$ cat src/rtl/apb4_slave_pkg.sv
// Shared types and helpers for the APB4 slave front-end of the TWI register block.
package apb4_slave_pkg;

    // Width used for address arithmetic inside the decode helpers
    localparam int unsigned ADDR_CALC_W = 32;

    // Transfer FSM states
    typedef enum logic [1:0] {
        IDLE = 2'd0,
        WAIT = 2'd1,
        RESP = 2'd2
    } state_e;

    // Why the current/last transfer errored, kept for debug visibility
    typedef enum logic [2:0] {
        ERR_NONE    = 3'd0,
        ERR_ALIGN   = 3'd1,
        ERR_RANGE   = 3'd2,
        ERR_STRB    = 3'd3,
        ERR_BACKEND = 3'd4,
        ERR_TIMEOUT = 3'd5
    } err_cause_e;

    // Word index of a byte address for a bus of strb_width byte lanes
    function automatic logic [ADDR_CALC_W-1:0] word_index(
        input logic [ADDR_CALC_W-1:0] byte_addr,
        input int unsigned            strb_width
    );
        return byte_addr >> $clog2(strb_width);
    endfunction

endpackage

$ cat src/rtl/apb_wait_timer.sv
// Loadable up-counter bounding the number of wait states of one transfer.
module apb_wait_timer #(
    parameter int unsigned TIMEOUT_CYCLES = 16,
    parameter int unsigned CNT_W          = $clog2(TIMEOUT_CYCLES)
) (
    input  logic             clk,
    input  logic             rst,
    input  logic             clr,
    input  logic             load,
    input  logic [CNT_W-1:0] load_val,
    input  logic             en,
    output logic             tc_c
);

    logic [CNT_W-1:0] count;

    // Clear wins over load, load wins over increment
    always_ff @(posedge clk) begin
        if (rst || clr) begin
            count <= '0;
        end else if (load) begin
            count <= load_val;
        end else if (en) begin
            count <= count + CNT_W'(1);
        end
    end

    // Terminal count: last wait cycle before a forced timeout
    assign tc_c = (count == CNT_W'(TIMEOUT_CYCLES - 1));

endmodule

$ cat src/rtl/apb4_slave_if.sv
// APB4 slave front-end: decodes/validates a transfer, strobes the backend once,
// then holds the bus until the backend completes or the wait timer expires.
module apb4_slave_if
    import apb4_slave_pkg::*;
#(
    parameter int unsigned APB_ADDR_WIDTH = 8,
    parameter int unsigned APB_DATA_WIDTH = 32,
    parameter int unsigned STRB_WIDTH     = APB_DATA_WIDTH / 8,
    parameter int unsigned NUM_REGS       = 8,
    parameter int unsigned TIMEOUT_CYCLES = 16
) (
    input  logic                      pclk,
    input  logic                      preset,
    input  logic                      psel,
    input  logic                      penable,
    input  logic                      pwrite,
    input  logic [APB_ADDR_WIDTH-1:0] paddr,
    input  logic [APB_DATA_WIDTH-1:0] pwdata,
    input  logic [STRB_WIDTH-1:0]     pstrb,
    output logic [APB_DATA_WIDTH-1:0] prdata,
    output logic                      pready,
    output logic                      pslverr,
    output logic                      wr_en,
    output logic                      rd_en,
    output logic [APB_ADDR_WIDTH-1:0] addr,
    output logic [APB_DATA_WIDTH-1:0] wr_data,
    output logic [STRB_WIDTH-1:0]     wr_strb,
    input  logic                      be_ready,
    input  logic [APB_DATA_WIDTH-1:0] rd_data,
    input  logic                      be_err
);

    localparam int unsigned            TIMER_W    = $clog2(TIMEOUT_CYCLES);
    localparam logic [ADDR_CALC_W-1:0] ALIGN_MASK = ADDR_CALC_W'(STRB_WIDTH - 1);

    state_e     state;
    err_cause_e pend_cause;
    err_cause_e setup_cause_c;
    logic       is_write;
    logic       setup_c;
    logic       timer_tc_c;

    assign setup_c = psel & ~penable;

    // Validate the setup-phase request before anything reaches the backend
    always_comb begin
        setup_cause_c = ERR_NONE;
        if ((ADDR_CALC_W'(paddr) & ALIGN_MASK) != '0) begin
            setup_cause_c = ERR_ALIGN;
        end else if (word_index(ADDR_CALC_W'(paddr), STRB_WIDTH) >= ADDR_CALC_W'(NUM_REGS)) begin
            setup_cause_c = ERR_RANGE;
        end else if (!pwrite && (pstrb != '0)) begin
            setup_cause_c = ERR_STRB;
        end
    end

    apb_wait_timer #(
        .TIMEOUT_CYCLES (TIMEOUT_CYCLES),
        .CNT_W          (TIMER_W)
    ) u_timer (
        .clk      (pclk),
        .rst      (preset),
        .clr      ((state == WAIT) && !psel),
        .load     ((state == IDLE) && setup_c),
        .load_val (TIMER_W'(0)),
        .en       (state == WAIT),
        .tc_c     (timer_tc_c)
    );

    // Transfer FSM with registered bus and backend outputs. Rejected transfers
    // still pass through one WAIT cycle (without strobing) so that every
    // response, good or bad, lands no earlier than the second cycle.
    always_ff @(posedge pclk) begin
        if (preset) begin
            state      <= IDLE;
            pend_cause <= ERR_NONE;
            is_write   <= 1'b0;
            prdata     <= '0;
            pready     <= 1'b0;
            pslverr    <= 1'b0;
            wr_en      <= 1'b0;
            rd_en      <= 1'b0;
            addr       <= '0;
            wr_data    <= '0;
            wr_strb    <= '0;
        end else begin
            wr_en   <= 1'b0;
            rd_en   <= 1'b0;
            pready  <= 1'b0;
            pslverr <= 1'b0;
            case (state)
                IDLE: begin
                    if (setup_c) begin
                        addr       <= paddr;
                        wr_data    <= pwdata;
                        wr_strb    <= pstrb;
                        is_write   <= pwrite;
                        pend_cause <= setup_cause_c;
                        state      <= WAIT;
                        if (setup_cause_c == ERR_NONE) begin
                            wr_en <= pwrite;
                            rd_en <= ~pwrite;
                        end
                    end
                end
                WAIT: begin
                    if (!psel) begin
                        state      <= IDLE;
                        pend_cause <= ERR_NONE;
                    end else if (pend_cause != ERR_NONE) begin
                        state   <= RESP;
                        pready  <= 1'b1;
                        pslverr <= 1'b1;
                        prdata  <= '0;
                    end else if (be_ready) begin
                        state      <= RESP;
                        pready     <= 1'b1;
                        pslverr    <= be_err;
                        prdata     <= is_write ? '0 : rd_data;
                        pend_cause <= be_err ? ERR_BACKEND : ERR_NONE;
                    end else if (timer_tc_c) begin
                        state      <= RESP;
                        pready     <= 1'b1;
                        pslverr    <= 1'b1;
                        prdata     <= '0;
                        pend_cause <= ERR_TIMEOUT;
                    end
                end
                RESP: begin
                    state <= IDLE;
                end
                default: begin
                    state <= IDLE;
                end
            endcase
        end
    end

endmodule

$ cat config.mk
export PLATFORM = sky130hd
export DESIGN_NAME = apb4_slave_if
export DESIGN_NICKNAME = d
export VERILOG_FILES = /design/src/rtl/apb4_slave_pkg.sv /design/src/rtl/apb_wait_timer.sv /design/src/rtl/apb4_slave_if.sv
export SDC_FILE = /design/constraint.sdc
export NUM_CORES = 1
export LEC_CHECK = 0
export BUFFER_PORTS_ARGS = -buffer_cell sky130_fd_sc_hd__buf_2
export CAP_MARGIN = 40
export CORE_ASPECT_RATIO = 0.7
export CORE_MARGIN = 4
export CORE_UTILIZATION = 41
export DETAILED_ROUTE_END_ITERATION = 10
export PLACE_DENSITY = 0.75
export SLEW_MARGIN = 10
export SYNTH_ARGS = -nofsm -noshare
export SYNTH_HDL_FRONTEND = slang
export SYNTH_SLANG_ARGS = --single-unit
export TNS_END_PERCENT = 20
$ cat constraint.sdc
create_clock -name pclk -period 1.6 [get_ports pclk]
set_clock_uncertainty 0.2 [all_clocks]
set_input_delay 0.08 -clock pclk [delete_from_list [all_inputs] [get_ports pclk]]
set_output_delay 0.08 -clock pclk [all_outputs]
set_load 0.05 [all_outputs]
==> impl_metrics.env <==
export IMPL_tightest_slew_ns=0.305
export IMPL_tritoncts="done"
export IMPL_grt_use_total_pct=21.4
export IMPL_drtPass1Iterations=4
export IMPL_r2r_start="u_timer.count[0]"
export IMPL_synth_area_leader_cell="dfxtp_1"
export IMPL_fp_dieW_um=117
export IMPL_gp_congestion=0.818
export IMPL_row_count=27
export IMPL_synth_area_top_cells="dfxtp_1, nand2_1, a31o_1, a21oi_1, nor3b_1"
export IMPL_cts_buffers=9
export IMPL_htree_levels=3
export IMPL_worst_path_buf_inv=2
export IMPL_r2r_cells=7
export IMPL_finalHoldViolations=0
export IMPL_fmax_ghz=0.590
export IMPL_critical_path_class="flop to flop"
export IMPL_p_leak_nw=2.59
export IMPL_crit_family="compound AO/OA/AOI/OAI gates"
export IMPL_cp_slowest_stage_delay_ns=0.36
export IMPL_worst_setup_path_start_kind="flop"
export IMPL_ys_warn_count=0
export IMPL_start_util_pct=42.8
export IMPL_wl_um=11000
export IMPL_yosysSeqAreaShare_pct=52.8
export IMPL_setup_viol=33
export IMPL_cp_max_fo=6
export IMPL_grt_pass1_vias=3673
export IMPL_drc=0
export IMPL_fin_crit_ns=1.70
export IMPL_hp_class="primary input to flop"
export IMPL_grt_pass1_wl_um=16800
export IMPL_cp_depth=7
export IMPL_power_density_nw_per_um2=925
export IMPL_syn_cell_area_um2=3410
export IMPL_drive_gt1_share_pct=36.2
export IMPL_overflow=0
export IMPL_dpl_cell_count=634
export IMPL_utilization_pct=72.5
export IMPL_syn_inst=377
export IMPL_holdWs_ns=0.0105
export IMPL_failed_checks="negative setup slack"
export IMPL_relSlewSlack_pct=79.3
export IMPL_ys_seq_elements=90
export IMPL_worstPathArrival_ns=1.72
export IMPL_power_mw=5.35
export IMPL_path_clk_slew_ns=0.06
export IMPL_ctsRootBufferMaster="clkbuf_16"
export IMPL_dpl_cell_area_um2=4450
export IMPL_layoutNonFillerInstCount=739
export IMPL_reg2reg_slack_ns=-0.1
export IMPL_clk_latency_ns=0.33
export IMPL_grt_max_degree=34
export IMPL_setup_tns_ns=-1.36
export IMPL_ys_types=34
export IMPL_ios=163
export IMPL_postLayoutSetupSlackWorst_ns=-0.0957
export IMPL_min_path_cells=3
export IMPL_postRouteAntennaNets=0
export IMPL_fp_dieH_um=84.3
export IMPL_holdCritStartpoint="preset"
export IMPL_yosys_area_top_type_share_pct=52.8
export IMPL_rsz0062_at_grt="yes"
export IMPL_design_area_um2=5780
export IMPL_critical_path_slowest_cell="dfxtp_2"
export IMPL_cap_violations=0
export IMPL_worstSetupEndpointType="flop"
export IMPL_dp_slack_ns=-0.0617
export IMPL_status="complete, but fails checks"
export IMPL_drt_iter0_drc=164
export IMPL_synth_net_count=461
export IMPL_coreArea_um2=7970
export IMPL_port_buffers=162
export IMPL_cts_max_path_buffers=2
export IMPL_timing_final_crit_share_pct=106
export IMPL_vdd_drop_max_v=0.000618
export IMPL_area_growth_synth_to_final_pct=69.5
export IMPL_antenna_found_initial=0
export IMPL_place_hpwl_um=6560
export IMPL_worstPathRequired_ns=1.62
export IMPL_via_per_inst=4.96
export IMPL_r2r_end="prdata[7]"
export IMPL_holdPathEnd="pend_cause[1]"
export IMPL_diodes=0
export IMPL_wl_per_cell_um=14.9
export IMPL_die_area_um2=9870
export IMPL_cp_cell_sequence="ha_4, a31oi_4, a21oi_4, buf_6, clkbuf_16, nor3b_2, a31o_1"
export IMPL_final_nets=717
export IMPL_syn_avg_cell_area_um2=9.05
export IMPL_drv_slew=0
export IMPL_clock_sinks=90
export IMPL_vias=3664
==> layout by cell type (no fill, tap or decap), types with 4 or more instances in the layout <==
master and count:
nor3b_1 24, a21oi_1 50, clkbuf_16 10, buf_2 162, a31o_1 32, dfxtp_1 87
nor3_1 7, dlygate4sd3_1 82, nor3b_2 9, buf_6 4, nand2_1 92, buf_4 21
inv_1 4, nand2b_1 4
==> worst reg2reg max path: cells and delay by family, from the launching register on <==
kind | cells | cell delay, ns
buffers and inverters | 2 | 0.30
adder cells (fa/ha/maj) | 1 | 0.15
AND/OR/NAND/NOR | 1 | 0.04
AO/OA/AOI/OAI | 3 | 0.53
flip-flops | 1 | 0.36
==> metal layers <==
metal	share of wire, %	global-route usage, %
met1	42	24.8
met2	49	35.6
met3	5.8	7.35
met4	3.2	9.17
met5	0	0
==> registers in the layout, indices dropped and copies added, names as in the netlist <==
name,cells
pslverr,1
pready,1
pend_cause,3
wr_data,32
wr_en,1
is_write,1
prdata,32
wr_strb,4
u_timer.count,4
rd_en,1
state,2
addr,8
==> cells in the mapped netlist <==
| library cell | n |
|---|---|
| nand2_1 | 92 |
| dfxtp_1 | 90 |
| a21oi_1 | 51 |
| nor3b_1 | 33 |
| a31o_1 | 32 |
| buf_2 | 17 |
| clkbuf_1 | 8 |
| nor3_1 | 7 |
| inv_1 | 4 |
| nand2b_1 | 4 |
| a211oi_1 | 3 |
| nand3_1 | 3 |
| nor2_1 | 3 |
| nor2b_1 | 3 |
| a31oi_1 | 2 |
| buf_4 | 2 |
| buf_6 | 2 |
| nor3_2 | 2 |
| nor4_1 | 2 |
| o21ai_0 | 2 |
| or3_1 | 2 |
| a21o_1 | 1 |
| a21oi_2 | 1 |
| and2b_1 | 1 |
| buf_1 | 1 |
| ha_1 | 1 |
| mux2i_1 | 1 |
| nand3b_2 | 1 |
| nand4_1 | 1 |
| nor3_4 | 1 |
| nor4bb_1 | 1 |
| o211ai_1 | 1 |
| o21ai_1 | 1 |
| o41a_1 | 1 |
==> cells by family after synthesis <==
group           synth area share [%]
flops                           52.8
simple gates                    23.3
mux                            0.293
fa+ha+maj                      0.367
buf+inv                         5.03
compound gates                  18.2
==> area by class of cell <==
class                   instances  area [um2]
repair buffers                275        1970
clock inverters                 2        35.0
fillers                       566        2190
flip-flops and latches         90        1810
clock buffers                  14         264
inverters                       4        15.0
well taps                     101         126
multi-input cells             253        1560
==> where the power goes <==
part	total (mW)	switching [mW]	internal [mW]
logic	0.884	0.508	0.376
registers	2.35	0.0364	2.31
clock network	2.12	0.820	1.30
total	5.35	1.36	3.98
==> how the worst max path moves through the flow <==
stage | start | to | slack, ns
after floorplan | u_timer.count[1] | prdata[0] | 0.01
after global placement | u_timer.count[1] | prdata[9] | -0.003
after detailed placement | u_timer.count[1] | prdata[12] | -0.06
after CTS | u_timer.count[1] | prdata[7] | -0.04
after global routing | u_timer.count[0] | prdata[7] | -0.15
final | u_timer.count[0] | prdata[7] | -0.1
==> repair_timing <==
| item | 4_1_cts | 5_1_grt |
|---|---|---|
| buffers inserted | 3 | 2 |
| endpoints found under the setup margin | 29 | 59 |
| hold endpoints to repair | 85 | 0 |
| cloned | 2 | 1 |
| pin swaps | 0 | 8 |
| hold buffers | 82 | 0 |
| resized for setup | 6 | 19 |
Note: power is estimated with default switching activity, not from simulation.
